**config.mk**
```make
export PLATFORM = sky130hd
export DESIGN_NAME = sprite_row_scheduler
export DESIGN_NICKNAME = d
export VERILOG_FILES = /design/src/rtl/sprite_pkg.sv /design/src/rtl/sprite_anim_timer.sv /design/src/rtl/sprite_row_scheduler.sv
export SDC_FILE = /design/constraint.sdc
export NUM_CORES = 1
export LEC_CHECK = 0
export ABC_AREA = 0
export CAP_MARGIN = 20
export CORE_MARGIN = 2
export CORE_UTILIZATION = 45
export DETAILED_ROUTE_END_ITERATION = 12
export PLACE_DENSITY = 0.8
export SKIP_CTS_REPAIR_TIMING = 1
export SYNTH_ARGS = -nofsm -noshare
export SYNTH_HDL_FRONTEND = slang
export SYNTH_HIERARCHICAL = 1
export SYNTH_SLANG_ARGS = --single-unit
export TNS_END_PERCENT = 30
```
**constraint.sdc**
```tcl
create_clock -name i_clk -period 12.1 [get_ports i_clk]
set_clock_uncertainty 0.2 [all_clocks]
set_input_delay 2.42 -clock i_clk [delete_from_list [all_inputs] [get_ports i_clk]]
set_output_delay 2.42 -clock i_clk [all_outputs]
set_load 0.005 [all_outputs]
```
**src/rtl/sprite_pkg.sv**
```systemverilog
// Shared state encoding and ROM field widths for the sprite row scheduler.
package sprite_pkg;
  localparam int SPR_W_DEF = 9;
  localparam int SPR_H_DEF = 12;
  localparam int DIR_W = 2;
  localparam int ROW_W = 4;
  localparam int COL_W = 4;

  typedef enum logic [1:0] {
    S_IDLE  = 2'd0,
    S_SCAN  = 2'd1,
    S_FETCH = 2'd2
  } state_e;

  localparam logic [1:0] ST_IDLE  = S_IDLE;
  localparam logic [1:0] ST_SCAN  = S_SCAN;
  localparam logic [1:0] ST_FETCH = S_FETCH;
endpackage

```
**src/rtl/sprite_anim_timer.sv**
```systemverilog
// Frame counter that toggles the sprite animation phase
// every ANIM_FRAMES frame_start pulses.
module sprite_anim_timer
  import sprite_pkg::*;
#(
  parameter int ANIM_FRAMES = 8,
  localparam int CW = (ANIM_FRAMES > 1) ? $clog2(ANIM_FRAMES) : 1
) (
  input  logic i_clk,
  input  logic i_reset,
  input  logic i_frame_start,
  output logic o_anim
);
  logic [CW-1:0] r_cnt;
  logic          r_anim;

  always_ff @(posedge i_clk or posedge i_reset) begin
    if (i_reset) begin
      r_cnt  <= '0;
      r_anim <= 1'b0;
    end else if (i_frame_start) begin
      if (r_cnt == CW'(ANIM_FRAMES - 1)) begin
        r_cnt  <= '0;
        r_anim <= ~r_anim;
      end else begin
        r_cnt <= r_cnt + CW'(1);
      end
    end
  end

  assign o_anim = r_anim;
endmodule

```
**src/rtl/sprite_row_scheduler.sv**
```systemverilog
// Hblank row fetcher and pixel server for NUM_SPRITES sprite slots.
// Animation phase timer is built only with SPRITE_ROW_SCHED_ANIM_EN defined.
module sprite_row_scheduler
  import sprite_pkg::*;
#(
  parameter int NUM_SPRITES = 4,
  parameter int SPR_W       = SPR_W_DEF,
  parameter int SPR_H       = SPR_H_DEF,
  parameter int ANIM_FRAMES = 8,
  localparam int IDW = (NUM_SPRITES > 1) ? $clog2(NUM_SPRITES) : 1
) (
  input  logic                     i_clk,
  input  logic                     i_reset,
  input  logic                     i_line_start,
  input  logic                     i_frame_start,
  input  logic [8:0]               i_hpos,
  input  logic [8:0]               i_vpos,
  input  logic [NUM_SPRITES-1:0]   i_spr_en,
  input  logic [NUM_SPRITES*9-1:0] i_spr_x,
  input  logic [NUM_SPRITES*9-1:0] i_spr_y,
  input  logic [NUM_SPRITES*2-1:0] i_spr_dir,
  output logic [DIR_W-1:0]         o_rom_dir,
  output logic                     o_rom_anim,
  output logic [ROW_W-1:0]         o_rom_y,
  output logic [COL_W-1:0]         o_rom_x,
  input  logic                     i_rom_bit,
  output logic                     o_pix,
  output logic [IDW-1:0]           o_pix_id,
  output logic                     o_busy
);
  logic [1:0]       r_state;
  logic [8:0]       r_tgt;
  logic [IDW-1:0]   r_slot;
  logic [SPR_W-1:0] r_buf [NUM_SPRITES];
  logic [DIR_W-1:0] r_rom_dir;
  logic [ROW_W-1:0] r_rom_y;
  logic [COL_W-1:0] r_rom_x;
  logic             r_pix;
  logic [IDW-1:0]   r_pix_id;

  logic [8:0]       w_slot_y;
  logic [1:0]       w_slot_dir;
  logic [8:0]       w_off;
  logic             w_hit;
  logic             w_last;
  logic             w_col_last;
  logic [8:0]       w_d [NUM_SPRITES];
  logic             w_pix;
  logic [IDW-1:0]   w_pix_id;

  assign w_slot_y   = i_spr_y[r_slot*9 +: 9];
  assign w_slot_dir = i_spr_dir[r_slot*2 +: 2];
  assign w_off      = r_tgt - w_slot_y;
  assign w_hit      = i_spr_en[r_slot] && (w_off < 9'(SPR_H));
  assign w_last     = (r_slot == IDW'(NUM_SPRITES - 1));
  assign w_col_last = (r_rom_x == COL_W'(SPR_W - 1));
  assign o_busy     = (r_state != ST_IDLE);

  // The ROM address registers double as the fetch row/column state.
  always_ff @(posedge i_clk or posedge i_reset) begin
    if (i_reset) begin
      r_state   <= ST_IDLE;
      r_tgt     <= '0;
      r_slot    <= '0;
      r_rom_dir <= '0;
      r_rom_y   <= '0;
      r_rom_x   <= '0;
      for (int s = 0; s < NUM_SPRITES; s++)
        r_buf[s] <= '0;
    end else if (i_line_start) begin
      r_state <= ST_SCAN;
      r_tgt   <= i_vpos + 9'd1;
      r_slot  <= '0;
    end else begin
      case (r_state)
        ST_SCAN: begin
          if (w_hit) begin
            r_state   <= ST_FETCH;
            r_rom_dir <= w_slot_dir;
            r_rom_y   <= w_off[ROW_W-1:0];
            r_rom_x   <= '0;
          end else begin
            r_buf[r_slot] <= '0;
            if (w_last) begin
              r_state <= ST_IDLE;
            end else begin
              r_slot <= r_slot + IDW'(1);
            end
          end
        end
        ST_FETCH: begin
          r_buf[r_slot][r_rom_x] <= i_rom_bit;
          if (w_col_last) begin
            if (w_last) begin
              r_state <= ST_IDLE;
            end else begin
              r_slot  <= r_slot + IDW'(1);
              r_state <= ST_SCAN;
            end
          end else begin
            r_rom_x <= r_rom_x + COL_W'(1);
          end
        end
        ST_IDLE: ;
        default: r_state <= ST_IDLE;
      endcase
    end
  end

  function automatic logic px_on(
    input logic [SPR_W-1:0] row,
    input logic [8:0]       d
  );
    px_on = 1'b0;
    if (d < 9'(SPR_W))
      px_on = row[d[COL_W-1:0]];
  endfunction

  always_comb begin
    for (int s = 0; s < NUM_SPRITES; s++)
      w_d[s] = i_hpos - i_spr_x[s*9 +: 9];
  end

  // Walk from the highest slot down so slot 0 wins overlaps.
  always_comb begin
    w_pix    = 1'b0;
    w_pix_id = '0;
    if (!o_busy) begin
      for (int s = NUM_SPRITES - 1; s >= 0; s--) begin
        if (px_on(r_buf[s], w_d[s])) begin
          w_pix    = 1'b1;
          w_pix_id = IDW'(s);
        end
      end
    end
  end

  always_ff @(posedge i_clk or posedge i_reset) begin
    if (i_reset) begin
      r_pix    <= 1'b0;
      r_pix_id <= '0;
    end else begin
      r_pix    <= w_pix;
      r_pix_id <= w_pix_id;
    end
  end

  assign o_pix     = r_pix;
  assign o_pix_id  = r_pix_id;
  assign o_rom_dir = r_rom_dir;
  assign o_rom_y   = r_rom_y;
  assign o_rom_x   = r_rom_x;

`ifdef SPRITE_ROW_SCHED_ANIM_EN
  logic w_anim;

  sprite_anim_timer #(
    .ANIM_FRAMES(ANIM_FRAMES)
  ) u_anim (
    .i_clk        (i_clk),
    .i_reset      (i_reset),
    .i_frame_start(i_frame_start),
    .o_anim       (w_anim)
  );

  assign o_rom_anim = w_anim;
`else
  logic w_unused;

  assign w_unused   = i_frame_start ^ (ANIM_FRAMES == 0);
  assign o_rom_anim = 1'b0;
`endif
endmodule

```
==> results.sh <==
export IMPL_outcome="finished clean"
export IMPL_ios=122
export IMPL_cts_htree_levels=3
export IMPL_ir_worst_vdd_uv=92.96
export IMPL_holdPathStages=2
export IMPL_via_per_inst=5.791
export IMPL_reg2reg_depth=10
export IMPL_synth_ff_type="dfrtp_1"
export IMPL_dr_pass1_iters=6
export IMPL_syn_area_per_cell_sq_um=8.722
export IMPL_rrSetupSlack_ps=7180
export IMPL_ys_seq_elements=62
export IMPL_core_area_sq_um=12110
export IMPL_power_net_switching_uw=427.8
export IMPL_slowest_stage="a41o_1"
export IMPL_swShare=0.3913
export IMPL_setup_ws_ps=5759
export IMPL_synth_edff_count=0
export IMPL_gp_congestion=0.8898
export IMPL_num_antenna_cells=0
export IMPL_path_clk_slew_ps=50
export IMPL_crit_path_max_incr_delay_ps=920
export IMPL_fin_crit_sh=0.5240
export IMPL_reg2reg_from="r_slot[0]"
export IMPL_power_frac_clock=0.270
export IMPL_yosys_top_cells_count="87 x o21ai_0, 71 x nand2_1, 65 x inv_1"
export IMPL_setup_viol=0
export IMPL_cp_startpoint="i_spr_y[3]"
export IMPL_hold_violations=0
export IMPL_drv_slew=0
export IMPL_start_util=0.4666
export IMPL_antenna_left=0
export IMPL_dr_first_iter_drc_count=661
export IMPL_cp_arrival_ps=6380
export IMPL_grt_util_met3=0.03504
export IMPL_finalPower_mw=1.093
export IMPL_fin_area_sq_um=7281
export IMPL_grt_use_met2=0.4242
export IMPL_critPathKind="in -> reg"
export IMPL_post_synth_top_count_cell="o21ai_0"
export IMPL_area_growth_pct=28.82
export IMPL_drive_above_1_share=0.07190
export IMPL_rows=40
export IMPL_grt_pass1_wl_um=26060
export IMPL_whs_endpoint="r_buf[7]"
export IMPL_rsz0062_at_grt="false"
export IMPL_start_kind="input pin"
export IMPL_root_buffer="clkbuf_16"
export IMPL_hold_path_class="reg -> reg"
export IMPL_design_die_area_sq_um=13470
export IMPL_regToRegEndpoint="r_buf[0]"
export IMPL_ys_async_sr_fraction=1.000
export IMPL_placed_cells=917
export IMPL_nets=925
export IMPL_dieWidth_um=116.1
export IMPL_tightest_slew_ps=1019
export IMPL_fp_dieH_um=116.1
export IMPL_dp_hpwl_um=12000
export IMPL_critPathMaxFanout=36
export IMPL_combPwrFrac=0.491
export IMPL_routed_wl_um=15840
export IMPL_busiest_layer="met2"
export IMPL_antenna_found_initial=0
export IMPL_use_met1=0.3026
export IMPL_fmaxAchievable_ghz=0.1577
export IMPL_yosysSeqAreaShare=0.2745
export IMPL_power_leakage_nw=3.158
export IMPL_grt_pass1_vias=5542
export IMPL_end_kind="flop"
export IMPL_syn_area_sq_um=5652
export IMPL_clock_sinks=62
export IMPL_port_buffers=119
export IMPL_yosysWarnings=6
export IMPL_synth_distinct_cells=62
export IMPL_place_area_sq_um=6943
export IMPL_grt_overflow=0
export IMPL_cp_data_required_time_ps=12140
export IMPL_clockBufferDepth=2
export IMPL_vias=5403
export IMPL_holdWs_ps=301.9
export IMPL_hold_start="r_buf[7]"
export IMPL_cts_tree="done"
export IMPL_synth_top_cell_by_area="dfrtp_1"
export IMPL_synth_fp_nets=813
export IMPL_fin_util=0.6011
export IMPL_cts_buffers=9
export IMPL_wl_per_cell_um=16.98
export IMPL_track_usage=0.2436
export IMPL_p_int_uw=665.4
export IMPL_synth_area_top_cells="dfrtp_1 27%, ha_1 12%, o21ai_0 7.7%, mux4_2 7.2%, nand2_1 4.7%"
export IMPL_final_min_clock_period_ps=6341
export IMPL_grt_max_degree=63
export IMPL_max_slew_margin=0.3206
export IMPL_finalNonFillerCells=933
export IMPL_maxCapViolCount=0
export IMPL_worstPathCellList="clkdlybuf4s50_1 > mux4_2 > inv_1 > ha_1 > a21oi_1 > a21oi_1 > or4_4 > a2111oi_4 > a41o_1 > o21ai_0 > o21ai_0"
export IMPL_clk_latency_ps=330
export IMPL_tns_ps=0
export IMPL_powerDensity_nw_per_um2=150.1
export IMPL_post_place_ws_ps=5475
export IMPL_drcViolationCount=0
export IMPL_synth_top_area_share=0.2745
export IMPL_seqPwrFrac=0.239
export IMPL_synthCells=648
## placed cells by master (no fill, tap or decap), types with 4 or more instances in the layout
cell,instances
mux2i_1,8
clkdlybuf4s50_1,119
a21oi_1,28
nor3_1,5
a211oi_1,8
xor2_1,16
ha_1,53
nand2_1,71
nand2b_1,7
and3_1,9
nand4_1,6
nor2b_1,11
dfrtp_1,62
o21ai_0,87
inv_1,64
nand3_1,22
o31ai_1,9
nor2_1,37
mux2_2,7
a21o_1,5
o21a_1,6
or2_2,4
mux4_2,18
nand3b_1,4
nor3b_1,5
fa_1,5
o2111ai_1,7
clkbuf_16,9
xnor2_1,20
## power groups by stage
stage | clock network (mW) | logic (mW) | registers, mW
2_1_floorplan | 0 | 0.403 | 0.241
3_3_place_gp | 0 | 0.498 | 0.262
3_5_place_dp | 0 | 0.518 | 0.264
4_1_cts | 0.296 | 0.528 | 0.262
5_1_grt | 0.306 | 0.590 | 0.266
6_report | 0.295 | 0.537 | 0.262
## flip-flops by register name, summed over array words and instances, names as in the netlist
signal / count
r_buf: 36
r_tgt: 9
o_rom_x: 4
o_rom_y: 4
o_pix_id: 2
o_rom_dir: 2
r_slot: 2
r_state: 2
o_pix: 1
## worst max-delay path: cells and delay by family
family	cells	cell delay (ps)
AOI/OAI and AO/OA	6	2260
adders and majority gates	1	270
buffers and inverters	2	500
muxes	1	460
and+or+nand+nor	1	460
## area by class of cell
cell class,count,area (sq um)
clock buffers,9,225.2
clock inverters,7,112.6
fillers,1048,4831
inverters,65,244.0
multi-input cells,501,3731
flip-flops and latches,62,1551
well taps,168,210.2
repair buffers,121,1206
## logic make-up after synthesis
kind of cell,Yosys count,share of synthesized area
flops,62,0.2745
simple gates,193,0.1687
compound gates,179,0.1955
other cells,1,0.0006635
fa+ha+maj,58,0.1350
mux,34,0.1045
xor+xnor,36,0.05579
buf+inv,85,0.06530
## how the worst max path moves through the flow
| stage | slack [ps] | to | cells after the start |
|---|---|---|---|
| after detailed placement | 5480 | r_buf[0] | 11 |
| after floorplan | 6590 | o_rom_dir[0] | 10 |
| final | 5760 | r_buf[0] | 11 |
| after global routing | 5470 | r_buf[21] | 11 |
| after CTS | 5790 | r_buf[0] | 11 |
| after global placement | 5630 | r_buf[28] | 11 |
## routing by layer
layer / wire length, um / part of all wire
met5: 0 / 0
met4: 500 / 0.032
met3: 1080 / 0.068
met2: 7738 / 0.49
met1: 6519 / 0.41
Power figures use the tool's default switching activity.
